--- src/rtl/rcu_rst_seq.sv ---
// Staged reset sequencer fed by the RCU register block: holds all domain resets after any
// request, releases them one by one, and keeps a sticky record of what caused the reset.
module rcu_rst_seq #(
    parameter int DOMAIN_NUM  = 4,
    parameter int HOLD_CYC    = 16,
    parameter int STAGGER_CYC = 4
) (
    input  logic                  clk_i,
    input  logic                  rst_i,
    input  logic                  ext_rst_req_i,
    input  logic                  wdg_rst_req_i,
    input  logic                  sw_rst_req_i,
    input  logic [DOMAIN_NUM-1:0] dom_sw_rst_i,
    input  logic                  stat_clr_i,
    output logic [DOMAIN_NUM-1:0] dom_rst_o,
    output logic                  busy_o,
    output logic [3:0]            cause_o
);

    localparam int HOLD_W = $clog2(HOLD_CYC);
    localparam int STAG_W = $clog2(STAGGER_CYC + 1);
    localparam int IDX_W  = $clog2(DOMAIN_NUM + 1);

    localparam logic [HOLD_W-1:0] HOLD_LAST = HOLD_W'(HOLD_CYC - 1);
    localparam logic [STAG_W-1:0] STAG_LAST = STAG_W'(STAGGER_CYC - 1);
    localparam logic [IDX_W-1:0]  IDX_LAST  = IDX_W'(DOMAIN_NUM - 1);

    typedef enum logic [1:0] {
        ST_IDLE    = 2'd0,
        ST_ASSERT  = 2'd1,
        ST_RELEASE = 2'd2
    } state_t;

    state_t                  state_reg, state_next;
    logic [HOLD_W-1:0]       hold_reg, hold_next;
    logic [STAG_W-1:0]       stag_reg, stag_next;
    logic [IDX_W-1:0]        idx_reg, idx_next;
    logic                    ext_meta_reg, ext_sync_reg;
    logic [DOMAIN_NUM-1:0]   dom_rst_reg;
    logic [DOMAIN_NUM-1:0]   seq_rst_next;
    logic [3:0]              cause_reg, cause_next;
    logic                    greq;

    // The external pin is asynchronous; only its synchronized level is ever used.
    always_ff @(posedge clk_i) begin
        if (rst_i) begin
            ext_meta_reg <= 1'b0;
            ext_sync_reg <= 1'b0;
        end else begin
            ext_meta_reg <= ext_rst_req_i;
            ext_sync_reg <= ext_meta_reg;
        end
    end

    assign greq = ext_sync_reg | wdg_rst_req_i | sw_rst_req_i;

    always_ff @(posedge clk_i) begin
        if (rst_i) begin
            state_reg <= ST_ASSERT;
            hold_reg  <= '0;
            stag_reg  <= '0;
            idx_reg   <= '0;
        end else begin
            state_reg <= state_next;
            hold_reg  <= hold_next;
            stag_reg  <= stag_next;
            idx_reg   <= idx_next;
        end
    end

    always_comb begin
        state_next = state_reg;
        hold_next  = hold_reg;
        stag_next  = stag_reg;
        idx_next   = idx_reg;
        case (state_reg)
            ST_IDLE: begin
                if (greq) begin
                    state_next = ST_ASSERT;
                    hold_next  = '0;
                    stag_next  = '0;
                    idx_next   = '0;
                end
            end
            ST_ASSERT: begin
                if (greq) begin
                    hold_next = '0;
                end else if (hold_reg == HOLD_LAST) begin
                    // Domain 0 drops on this edge, so one domain counts as released.
                    state_next = (DOMAIN_NUM == 1) ? ST_IDLE : ST_RELEASE;
                    stag_next  = '0;
                    idx_next   = IDX_W'(1);
                end else begin
                    hold_next = hold_reg + HOLD_W'(1);
                end
            end
            ST_RELEASE: begin
                if (greq) begin
                    state_next = ST_ASSERT;
                    hold_next  = '0;
                    stag_next  = '0;
                    idx_next   = '0;
                end else if (stag_reg == STAG_LAST) begin
                    stag_next = '0;
                    idx_next  = idx_reg + IDX_W'(1);
                    if (idx_reg == IDX_LAST) begin
                        state_next = ST_IDLE;
                    end
                end else begin
                    stag_next = stag_reg + STAG_W'(1);
                end
            end
            default: begin
                state_next = ST_ASSERT;
                hold_next  = '0;
                stag_next  = '0;
                idx_next   = '0;
            end
        endcase
    end

    // idx counts released domains; domain k stays in reset while k >= idx.
    generate
        for (genvar gi = 0; gi < DOMAIN_NUM; gi++) begin : g_mask
            assign seq_rst_next[gi] = (state_next == ST_ASSERT) ||
                                      ((state_next == ST_RELEASE) && (idx_next <= IDX_W'(gi)));
        end
    endgenerate

    always_ff @(posedge clk_i) begin
        if (rst_i) begin
            dom_rst_reg <= '1;
        end else begin
            dom_rst_reg <= seq_rst_next | dom_sw_rst_i;
        end
    end

    // A new cause beats a same-cycle clear for its own bit only.
    assign cause_next = {sw_rst_req_i, wdg_rst_req_i, ext_sync_reg, 1'b0} |
                        (cause_reg & {4{~stat_clr_i}});

    always_ff @(posedge clk_i) begin
        if (rst_i) begin
            cause_reg <= 4'b0001;
        end else begin
            cause_reg <= cause_next;
        end
    end

    assign dom_rst_o = dom_rst_reg;
    assign busy_o    = (state_reg != ST_IDLE);
    assign cause_o   = cause_reg;

endmodule

--- config.mk ---
export PLATFORM = sky130hd
export DESIGN_NAME = rcu_rst_seq
export DESIGN_NICKNAME = d
export VERILOG_FILES = /design/src/rtl/rcu_rst_seq.sv
export SDC_FILE = /design/constraint.sdc
export NUM_CORES = 1
export LEC_CHECK = 0
export BUFFER_PORTS_ARGS = -buffer_cell sky130_fd_sc_hd__buf_2
export CAP_MARGIN = 20
export CORE_MARGIN = 1.5
export CORE_UTILIZATION = 50
export DETAILED_ROUTE_END_ITERATION = 8
export PLACE_DENSITY = 0.78
export SLEW_MARGIN = 5
export SYNTH_ARGS = -nofsm -noshare
export SYNTH_HDL_FRONTEND = slang
export SYNTH_SLANG_ARGS = --single-unit
--- constraint.sdc ---
create_clock -name clk_i -period 3 [get_ports clk_i]
set_input_delay 0.45 -clock clk_i [delete_from_list [all_inputs] [get_ports clk_i]]
set_output_delay 0.45 -clock clk_i [all_outputs]
set_load 0.02 [all_outputs]
==> implementation parameters, run 1 <==
Parameter                              Value

Pwr
  Static leakage ... between 0.0004 and 0.0005 uW
  Power density over the cells ... roughly 410 mW/mm^2
  Worst vdd rail ir drop ... ~0.00029 V

Timing
  Worst-Margin Slew ... around 0.4 ns
  Time the worst path needs with I/O delays and setup ... roughly 1.8 ns
  Setup clock skew after layout ... approximately 0.004 ns
  Max-slew violation count ... 0
  TNS Setup ... 0 ns
  Fmax achieved ... about 560 MHz
  Setup violation total in the final timing report ... 0
  Final-layout worst hold slack ... about 0.32 ns
  Worst rel slew slack ... approximately three quarters
  RSZ-0062 raised after global routing ... no
  Period utilisation layout ... around three fifths
  Fin. Hold Viols ... 0

CTS
  # H-tree levels ... 1
  Number of instances resized during post-cts repair ... 0
  Post-CTS Setup Bufs ... 0
  Clock root buffer ... clkbuf_4
  Worst skew pair latency ... 0.31 ns
  Clock transition at the register clock pins on the worst setup and hold paths after CTS ... about 0.12 ns
  Hold_buf cts ... 0
  Number of buffers inserted during clock tree synthesis ... 3
  Maximum clock insertion buffer count ... 2
  CTS tree ... built
  Num Clock Sinks ... 22

Critical path
  Sum of buffers and inverters on the critical path ... 0
  Slack of the worst reg-to-reg path ... between 1 and 1.5 ns
  Worst path top cell family by delay ... simple AND/OR/NAND/NOR gates
  CP max-delay cell ... dfxtp_1
  Worst r2r dst ... dom_rst_o[3]
  Critical path data arrival time ... roughly 2 ns
  Maximum fanout encountered on the critical timing path ... 4
  Req. time, crit path ... 3.21 ns
  Kind of capture point of the worst setup path ... flip-flop
  Cells on worst reg2reg path ... 6
  Critical path class ... reg2reg
  Startpoint of the worst-slack reg-to-reg timing path ... stag_reg[0]
  Worst stage delay on the critical path ... ~0.37 ns
  Cells traversed along the worst timing path ... ha_1 -> and2b_1 -> mux2_2 -> o32ai_2 -> nor3_2 -> or3_1
  Setup crit start kind ... flip-flop

Synth
  Avg Cell Area, Syn ... ~10 sq um
  Synthesized instance count ... 102
  Number of warnings reported in the yosys synthesis log ... 0
  Combinational family with the most area after synthesis ... simple AND/OR/NAND/NOR gates
  Compound-Gate Fraction of Synth Area ... around 15%
  Number of flip-flops and latches in the synthesized netlist ... 22
  Post-synthesis share of cell area spent on and, or, nand and nor gates ... about a quarter
  Number of nets in the synthesized netlist ... roughly 120
  Post-synth cell types ... 39
  Proportion of synthesized area in mux cells ... 4.36%
  Synthesized area ... 0.00100 sq mm
  Register area share after synthesis ... 43.9%
  Adder-cell share of the synthesized area ... approximately 5%
  Xor and xnor fraction of the mapped netlist area ... 2.62%

Routing
  First-pass detailed-route iteration total ... 5
  Number of vias after detailed routing ... between 700 and 800
  Average wire per standard cell ... roughly 12 microns
  DRC violations left ... 0
  Antenna Nets Post-Route ... 0
  DRC marker count from the first detailed-route iteration ... 23
  Post-detailed-routing wire length ... between 1500 and 2000 microns
  Routed via count divided by cell count ... ~5.4

Min path
  Endpoint with the worst hold slack ... dom_rst_o[1]
  Min-Delay Startpoint ... dom_sw_rst_i[1]
  Worst hold stages ... 2
  Class of the worst hold path ... in2reg

Cells and area
  Growth of design area from synthesis to finish ... 12.6%
  Fin nets ... approximately 140
  Number of fillers in the final layout ... roughly 190
  Commonest cells after routing, fill and taps aside ... dfxtp_1, buf_2, nor2_1
  Post-route insts no fill ... around 150
  Fraction of final layout cells with drive strength greater than 1 ... ~28%
  # diodes ... 0
  Commonest non-fill, non-tap cell in the layout ... dfxtp_1
  Core utilization of the finished layout ... 58.8%

Die
  Die Ht ... approximately 48 microns
  Starting utilization of the core area ... 52.2%
  Number of ports placed on the die boundary ... 19
  Area of the core ... 0.00192 sq mm
  Die area ... roughly 0.0023 sq mm
  Horizontal extent of the die ... about 48 microns
  Site Rows ... 16

Placed design
  Final HPWL DP ... 1410 microns
  Placer Congestion ... roughly 0.81
  Cells after DPL ... about 140
  I/O Buffers ... 18

Global route
  Global-route wire length before repair ... about 2900 microns
  Number of antenna violations at the first check in global routing ... 0
  Overflow left after global routing ... 0
  Maximum number of pins on one net before global-route repair ... 15
  Via count of the first global-routing pass ... about 700
  Total global-route track usage ... around 18%

Run
  Count of maximum capacitance violations ... 0

Outcome
  Outcome ... finished, final reports clean
==> worst max path at each step <==
| stage | from | end | slack, ns | depth (start not counted) |
|---|---|---|---|---|
| after CTS | stag_reg[0] | dom_rst_o[3] | 1.18 | 6 |
| after detailed placement | wdg_rst_req_i | dom_rst_o[2] | 1.14 | 6 |
| final | stag_reg[0] | dom_rst_o[3] | 1.20 | 6 |
| after floorplan | idx_reg[0] | dom_rst_o[3] | 1.32 | 6 |
| after global routing | stag_reg[0] | dom_rst_o[3] | 1.09 | 6 |
| after global placement | wdg_rst_req_i | dom_rst_o[2] | 1.17 | 6 |
==> routing by layer <==
metal | up-vias | wire length, microns | GRT usage [%]
met5 | - | 0 | 0
met1 | 374 | 870 | 25.3
met4 | 0 | 20 | 4.86
li1 | 399 | - | -
met3 | 3 | 79 | 4.91
met2 | 18 | 850 | 26.9
==> stage by stage <==
| stage | area, sq um | total power, uW | setup WS, ns |
|---|---|---|---|
| after CTS | 1130 | 468 | 1.18 |
| after detailed placement | 1110 | 338 | 1.14 |
| after global routing | 1130 | 481 | 1.09 |
| after floorplan | 1000 | 323 | 1.32 |
| after global placement | 1110 | 337 | 1.17 |
| final | 1130 | 466 | 1.20 |
==> report_power, final <==
| group | switching, uW | internal (uW) |
|---|---|---|
| Sequential | 3.16 | 297 |
| Clock | 87.9 | 47.0 |
| Combinational | 18.0 | 12.5 |
==> cell families after synthesis <==
family / count (synthesis)
flip-flops: 22
adder cells (fa/ha/maj): 4
XOR/XNOR: 3
multiplexers: 4
buffers and inverters: 7
AND/OR/NAND/NOR: 42
AO/OA/AOI/OAI: 20
==> cell usage after synthesis (all sizes together) <==
cell	n	area, sq um
nor4	1	21.3
o32ai	1	16.3
a311o	1	10.0
and4b	1	10.0
inv	4	15.0
nor2b	4	25.0
a21oi	6	30.0
a32oi	2	17.5
nor3b	2	15.0
nor3	4	36.3
or3	2	17.5
o21bai	1	7.51
nand3b	1	7.51
buf	2	16.3
nand4	2	12.5
and2	1	7.51
clkbuf	1	3.75
nand3	1	5.00
xor2	2	17.5
o21ai	2	10.0
nand2	6	22.5
dfxtp	22	440
a2bb2oi	1	8.76
a21o	1	7.51
a211oi	1	7.51
nor2	16	67.6
a32o	1	10.0
xnor2	1	8.76
o21a	1	7.51
mux2i	1	10.0
and2b	1	7.51
a211o	2	20.0
ha	4	50.1
mux2	3	33.8
==> worst reg2reg max path, cell delays in order (launching register included) <==
cell and delay (ns):
dfxtp_1 0.37, ha_1 0.19, and2b_1 0.21, mux2_2 0.36
o32ai_2 0.13, nor3_2 0.09, or3_1 0.35
==> layout make-up <==
cell class / instances / area (sq um) / area share (%)
Tap cell: 27 / 33.8 / 2.99
Timing Repair Buffer: 18 / 90.1 / 7.97
Inverter: 4 / 15.0 / 1.33
Clock buffer: 3 / 22.5 / 1.99
Multi-Input combinational cell: 73 / 528 / 46.7
Sequential cell: 22 / 440 / 39.0
Note: power is estimated with default switching activity, not from simulation.
==> run 2, diff against run 1 <==
--- a/config.mk
+++ b/config.mk
@@ -8,9 +8,9 @@
 export BUFFER_PORTS_ARGS = -buffer_cell sky130_fd_sc_hd__buf_2
 export CAP_MARGIN = 20
 export CORE_MARGIN = 1.5
-export CORE_UTILIZATION = 50
+export CORE_UTILIZATION = 47
 export DETAILED_ROUTE_END_ITERATION = 8
-export PLACE_DENSITY = 0.78
+export PLACE_DENSITY = 0.77
 export SLEW_MARGIN = 5
 export SYNTH_ARGS = -nofsm -noshare
 export SYNTH_HDL_FRONTEND = slang
==> constraint.sdc (replaced) <==
create_clock -name clk_i -period 1.5 [get_ports clk_i]
set_input_delay 0.225 -clock clk_i [delete_from_list [all_inputs] [get_ports clk_i]]
set_output_delay 0.225 -clock clk_i [all_outputs]
set_load 0.02 [all_outputs]
==> implementation parameters, run 2 (synthesis results as in run 1) <==
Parameter                              Value

Timing
  Period utilisation layout ... 113% (was 60.0%)
  Time the worst path needs with I/O delays and setup ... 1.69 ns (was 1.80 ns)
  Max-slew violation count ... 0 (unchanged)
  Setup violation total in the final timing report ... 5 (was 0)
  Fin. Hold Viols ... 0 (unchanged)
  Setup clock skew after layout ... 0.00412 ns (was 0.00394 ns)
  Worst-Margin Slew ... 0.323 ns (was 0.400 ns)
  Final-layout worst hold slack ... 0.0745 ns (was 0.318 ns)
  RSZ-0062 raised after global routing ... yes (was no)
  Worst rel slew slack ... 78.5% (was 73.1%)
  Least setup slack across all paths after layout ... -0.191 ns (was 1.20 ns)
  TNS Setup ... -0.620 ns (was 0 ns)
  Fmax achieved ... 592 MHz (was 555 MHz)

Pwr
  Part of the total power dissipated in sequential elements ... 59.3% (was 64.5%)
  Relative contribution of the clock network to total power ... 32.9% (was 29.0%)
  Static leakage ... 0.000623 uW (was 0.000456 uW)
  Worst vdd rail ir drop ... 0.000533 V (was 0.000292 V)
  Switching share of total power ... 22.9% (was 23.4%)
  Share of total power in combinational logic ... 7.8% (was 6.5%)
  Cell-internal power ... 779 uW (was 357 uW)
  Power density over the cells ... 692 mW/mm^2 (was 412 mW/mm^2)
  Psw ... 231 uW (was 109 uW)
  Total chip power ... 1010 uW (was 466 uW)

Die
  Starting utilization of the core area ... 50.6% (was 52.2%)
  Die area ... 0.00242 sq mm (was 0.00228 sq mm)
  Area of the core ... 0.00198 sq mm (was 0.00192 sq mm)
  Die Ht ... 49.2 microns (was 47.8 microns)
  Horizontal extent of the die ... 49.2 microns (was 47.8 microns)
  Number of ports placed on the die boundary ... 19 (unchanged)
  Site Rows ... 16 (unchanged)

Cells and area
  Growth of design area from synthesis to finish ... 45.4% (was 12.6%)
  # diodes ... 0 (unchanged)
  Post-route insts no fill ... 174 (was 147)
  Number of fillers in the final layout ... 140 (was 187)
  Fin nets ... 162 (was 136)
  Fraction of final layout cells with drive strength greater than 1 ... 55.1% (was 27.5%)
  Commonest cells after routing, fill and taps aside ... buf_4, buf_2, dfxtp_1 (was dfxtp_1, buf_2, nor2_1)
  Commonest non-fill, non-tap cell in the layout ... buf_4 (was dfxtp_1)

Outcome
  Outcome ... finished, violations left (was finished, final reports clean)
  Failing checks ... setup timing

Placed design
  Cells after DPL ... 167 (was 144)
  Final HPWL DP ... 1720 microns (was 1410 microns)
  Placer Congestion ... 0.815 (about the same)
  I/O Buffers ... 18 (unchanged)

Run
  Count of maximum capacitance violations ... 0 (unchanged)

CTS
  CTS tree ... built (unchanged)
  Maximum clock insertion buffer count ... 2 (unchanged)
  Number of buffers inserted during clock tree synthesis ... 3 (unchanged)
  Worst skew pair latency ... 0.32 ns (was 0.31 ns)
  Num Clock Sinks ... 22 (unchanged)
  Clock transition at the register clock pins on the worst setup and hold paths after CTS ... 0.12 ns (about the same)
  # H-tree levels ... 1 (unchanged)
  Clock root buffer ... clkbuf_4 (unchanged)
  Hold_buf cts ... 0 (unchanged)

Global route
  Met1 Usage GRT ... 25.3% (about the same)
  Maximum number of pins on one net before global-route repair ... 13 (was 15)
  Global routing usage on met3 ... 6.13% (was 4.91%)
  Met2 track utilization from global routing ... 36.3% (was 26.9%)
  Number of antenna violations at the first check in global routing ... 0 (unchanged)
  Overflow left after global routing ... 0 (unchanged)
  Total global-route track usage ... 21.4% (was 17.9%)
  Via count of the first global-routing pass ... 916 (was 689)
  Gr busiest metal ... met2 (unchanged)
  Global-route wire length before repair ... 4000 microns (was 2870 microns)

Routing
  Antenna Nets Post-Route ... 0 (unchanged)
  Routed via count divided by cell count ... 5.22 (was 5.40)
  Average wire per standard cell ... 13.9 microns (was 12.4 microns)
  Post-detailed-routing wire length ... 2410 microns (was 1820 microns)
  DRC marker count from the first detailed-route iteration ... 15 (was 23)
  First-pass detailed-route iteration total ... 4 (was 5)
  DRC violations left ... 0 (unchanged)
  Number of vias after detailed routing ... 908 (was 794)

Critical path
  Kind of capture point of the worst setup path ... flip-flop (unchanged)
  Setup crit start kind ... flip-flop (unchanged)
  Maximum fanout encountered on the critical timing path ... 4 (unchanged)
  Req. time, crit path ... 1.71 ns (was 3.21 ns)
  Critical path class ... reg2reg (unchanged)
  Critical path data arrival time ... 1.90 ns (was 2.01 ns)

Min path
  Class of the worst hold path ... in2reg (unchanged)
## run 2: changes by cell type in the layout (fill, tap and decap cells not counted), sizes merged
cell | previous run | this run
clkbuf | 3 | 4
buf | 18 | 44
## run 2: area by class of cell
class / count / area [sq um] / area share [%]
Timing Repair Buffer: 44 / 289 / 19.8
Clock buffer: 4 / 36.3 / 2.49
Sequential cell: 22 / 450 / 30.9
Inverter: 4 / 15.0 / 1.03
Tap cell: 27 / 33.8 / 2.32
Multi-Input combinational cell: 73 / 634 / 43.5
## run 2: path summary, 6_finish.rpt
kind / slack [ns] / end / cells after the start / from
setup reg to reg: -0.19 / dom_rst_o[3] / 6 / idx_reg[1]
hold / removal: 0.07 / dom_rst_o[1] / 2 / dom_sw_rst_i[1]
setup / recovery: -0.19 / dom_rst_o[3] / 6 / idx_reg[1]
hold reg to reg: 0.45 / ext_sync_reg / 1 / ext_meta_reg
## run 2: worst max-delay path: stages (launching register included)
cell	delay, ns
dfxtp_1	0.38
ha_2	0.21
ha_4	0.19
mux2_4	0.26
o32ai_4	0.13
nor3_4	0.07
or3_1	0.34
## run 2: power by group through the flow
stage / logic (uW) / clock network, uW / registers [uW]
2_1_floorplan: 25.3 / 0 / 622
3_3_place_gp: 74.6 / 0 / 612
3_5_place_dp: 76.4 / 0 / 613
4_1_cts: 77.6 / 336 / 599
5_1_grt: 84.7 / 361 / 600
6_report: 78.8 / 332 / 599
## run 2: timing repair
action                                  CTS  global route
endpoints found under the setup margin   12             9
pin swaps                                 2             5
setup buffers                             2             1
gates resized for setup                  14             9
## run 2: through the flow
stage	util (%)	area (sq um)	worst slack (ns)
2_1_floorplan	-	1050	-0.123
3_3_place_gp	66.9	1330	-0.146
3_5_place_dp	66.9	1330	-0.181
4_1_cts	71.8	1420	-0.186
5_1_grt	73.6	1460	-0.225
6_report	73.6	1460	-0.191
## run 2: layer usage
metal	part of all wire (%)	up-vias
met5	0	-
met4	2.0	0
met3	2.1	5
met2	51	9
met1	45	441
li1	-	453
==> run 3, diff against run 2 <==
--- a/config.mk
+++ b/config.mk
@@ -5,6 +5,7 @@
 export SDC_FILE = /design/constraint.sdc
 export NUM_CORES = 1
 export LEC_CHECK = 0
+export ABC_AREA = 1
 export BUFFER_PORTS_ARGS = -buffer_cell sky130_fd_sc_hd__buf_2
 export CAP_MARGIN = 20
 export CORE_MARGIN = 1.5
==> implementation parameters, run 3 <==
Parameter                              Value

Outcome
  Outcome ... finished, final reports clean (was finished, violations left)

Synth
  Most frequent cell after synthesis ... nand2_1 (was dfxtp_1)
  Post-synth cell types ... 21 (was 39)
  Number of flip-flops and latches in the synthesized netlist ... 22 (unchanged)
  Area leader, netlist ... dfxtp_1 (unchanged)
  Synthesized area ... 993 sq um (was 0.00100 sq mm)
  Number of flops mapped to enable cells by yosys ... 0 (unchanged)
  Largest cells by area after synthesis ... dfxtp_1, nand2_1, inv_1 (was dfxtp_1, nor2_1, ha_1)
  Synthesized instance count ... 138 (was 102)
  Register area share after synthesis ... 44.3% (was 43.9%)
  Asr flop ratio synth ... 0% (unchanged)
  Top flip-flop cell by instance count after synthesis ... dfxtp_1 (unchanged)
  Number of warnings reported in the yosys synthesis log ... 0 (unchanged)
  Number of nets in the synthesized netlist ... 152 (was 116)
  Post-synth top area share ... 44.3% (was 43.9%)
  Avg Cell Area, Syn ... 7.20 sq um (was 9.84 sq um)
  Top cells by instance count after synthesis ... nand2_1, dfxtp_1, inv_1, nor2_1, a21oi_1 (was dfxtp_1, nor2_1, a21oi_1, nand2_1)

Placed design
  Cell area after placement ... 0.00111 sq mm (was 0.00133 sq mm)
  Final HPWL DP ... 1400 microns (was 1720 microns)
  Placer Congestion ... 0.810 (was 0.815)
  I/O Buffers ... 18 (unchanged)

Pwr
  Static leakage ... 0.000561 uW (was 0.000623 uW)
  Worst vdd rail ir drop ... 0.000605 V (was 0.000533 V)
  Power density over the cells ... 828 mW/mm^2 (was 692 mW/mm^2)

Global route
  Global-route wire length before repair ... 3040 microns (was 4000 microns)
  Overflow left after global routing ... 0 (unchanged)
  Number of antenna violations at the first check in global routing ... 0 (unchanged)
  Total global-route track usage ... 16.3% (was 21.4%)
  Maximum number of pins on one net before global-route repair ... 14 (was 13)
  Via count of the first global-routing pass ... 787 (was 916)

Critical path
  Critical path class ... reg2reg (unchanged)
  Kind of capture point of the worst setup path ... flip-flop (unchanged)
  First element of the critical path ... idx_reg[0] (was idx_reg[1])
  Cells traversed along the worst timing path ... ha_1 -> ha_1 -> o21ai_0 -> nand2_1 -> nand2_2 -> nor2_2 -> nand3_1 -> nand2_1 (was ha_2 -> ha_4 -> mux2_4 -> o32ai_4 -> nor3_4 -> or3_1)
  Req. time, crit path ... 1.71 ns (about the same)
  Startpoint of the worst-slack reg-to-reg timing path ... idx_reg[0] (was idx_reg[1])
  Setup crit start kind ... flip-flop (unchanged)
  Worst stage delay on the critical path ... 0.35 ns (was 0.38 ns)
  Maximum fanout encountered on the critical timing path ... 4 (unchanged)
  CP max-delay cell ... dfxtp_2 (was dfxtp_1)
  Critical path data arrival time ... 1.64 ns (was 1.90 ns)

Cells and area
  Commonest non-fill, non-tap cell in the layout ... nand2_1 (was buf_4)
  # diodes ... 0 (unchanged)
  Commonest cells after routing, fill and taps aside ... nand2_1, inv_1, dfxtp_1 (was buf_4, buf_2, dfxtp_1)
  Growth of design area from synthesis to finish ... 18.5% (was 45.4%)
  Fraction of final layout cells with drive strength greater than 1 ... 26.9% (was 55.1%)
  Fin nets ... 175 (was 162)
  Core utilization of the finished layout ... 59.4% (was 73.6%)
  Layout Cell Area excl Fill ... 0.00118 sq mm (was 0.00146 sq mm)

Timing
  RSZ-0062 raised after global routing ... yes (unchanged)
  Period utilisation layout ... 94.7% (was 113%)
  Max-slew violation count ... 0 (unchanged)
  Worst-Margin Slew ... 0.300 ns (was 0.323 ns)
  Worst rel slew slack ... 79.9% (was 78.5%)
  Time the worst path needs with I/O delays and setup ... 1.42 ns (was 1.69 ns)
  Setup clock skew after layout ... 0.00373 ns (was 0.00412 ns)
  Setup violation total in the final timing report ... 0 (was 5)
  Fmax achieved ... 704 MHz (was 592 MHz)
  Fin. Hold Viols ... 0 (unchanged)

Die
  Area of the core ... 0.00198 sq mm (unchanged)
  Die Ht ... 49.0 microns (was 49.2 microns)
  Starting utilization of the core area ... 50.1% (was 50.6%)
  Number of ports placed on the die boundary ... 19 (unchanged)
  Die area ... 0.00240 sq mm (was 0.00242 sq mm)
  Site Rows ... 16 (unchanged)
  Horizontal extent of the die ... 49.0 microns (was 49.2 microns)

CTS
  CTS tree ... built (unchanged)
  # H-tree levels ... 1 (unchanged)
  Num Clock Sinks ... 22 (unchanged)
  Clock transition at the register clock pins on the worst setup and hold paths after CTS ... 0.12 ns (about the same)
  Clock root buffer ... clkbuf_4 (unchanged)
  Maximum clock insertion buffer count ... 2 (unchanged)
  Number of buffers inserted during clock tree synthesis ... 3 (unchanged)
  Worst skew pair latency ... 0.31 ns (was 0.32 ns)

Routing
  Post-detailed-routing wire length ... 1760 microns (was 2410 microns)
  Average wire per standard cell ... 9.43 microns (was 13.9 microns)
  DRC violations left ... 0 (unchanged)
  First-pass detailed-route iteration total ... 4 (unchanged)
  Antenna Nets Post-Route ... 0 (unchanged)
  Number of vias after detailed routing ... 855 (was 908)
  DRC marker count from the first detailed-route iteration ... 13 (was 15)
  Routed via count divided by cell count ... 4.57 (was 5.22)

Run
  Count of maximum capacitance violations ... 0 (unchanged)

Min path
  Class of the worst hold path ... in2reg (unchanged)
  Min-Delay Startpoint ... dom_sw_rst_i[2] (was dom_sw_rst_i[1])
## run 3: cell type report
cell class	instances	area, sq um
clock buffer	4	36.3
fill	189	805
inverter	23	88.8
multi-input combinational	92	478
sequential	22	443
tap	27	33.8
timing repair buffer	19	97.6
## run 3: final timing paths
path,end,slack [ns],cells past startpoint
max,dom_rst_o[0],0.08,8
min,dom_rst_o[2],0.1,3
max reg2reg,dom_rst_o[0],0.08,8
min reg2reg,ext_sync_reg,0.42,2
## run 3: power breakdown
group / switching (uW) / internal (uW)
Sequential: 4.97 / 594
Combinational: 34.3 / 20.9
Clock: 172 / 148
## run 3: cells by family (layout without fill, tap and decap cells)
family | count (synthesis) | in the layout | share of synthesized area (%)
DFF | 22 | 22 | 44.3
buffers and inverters | 24 | 46 | 9.32
adders and majority gates | 4 | 4 | 5.04
AOI/OAI and AO/OA | 14 | 14 | 8.06
and+or+nand+nor | 74 | 74 | 33.2
## run 3: stage by stage
| stage | std cells | hold slack [ns] | total power, uW | setup TNS, ns | setup WS (ns) |
|---|---|---|---|---|---|
| detailed placement | 182 | 0.403 | 668 | 0 | 0.0676 |
| CTS | 186 | 0.0914 | 987 | 0 | 0.0486 |
| floorplan | 138 | 0.294 | 644 | 0 | 0.177 |
| global placement | 182 | 0.391 | 667 | 0 | 0.0782 |
| global route | 187 | 0.0917 | 1010 | -0.00221 | -0.00221 |
| finish | 187 | 0.0989 | 975 | 0 | 0.0795 |
## run 3: routing by layer
layer	vias up	GRT usage (%)	share of wire, %
met5	-	0	0
met4	0	9.52	1.3
met3	4	3.68	2.0
met2	4	28.3	52
met1	378	18.0	45
li1	469	-	-
## run 3: repair_timing
action / CTS / global route
buffers inserted: 0 / 1
hold buffers: 0 / 0
endpoints found under the setup margin: 0 / 4
resized for setup: 0 / 8
## run 3: worst max-delay path, delay by kind of cell (launching register included)
kind                       cells  cell delay (ns)
adders and majority gates      2             0.46
and+or+nand+nor                5             0.36
DFF                            1             0.35
AOI/OAI and AO/OA              1             0.16
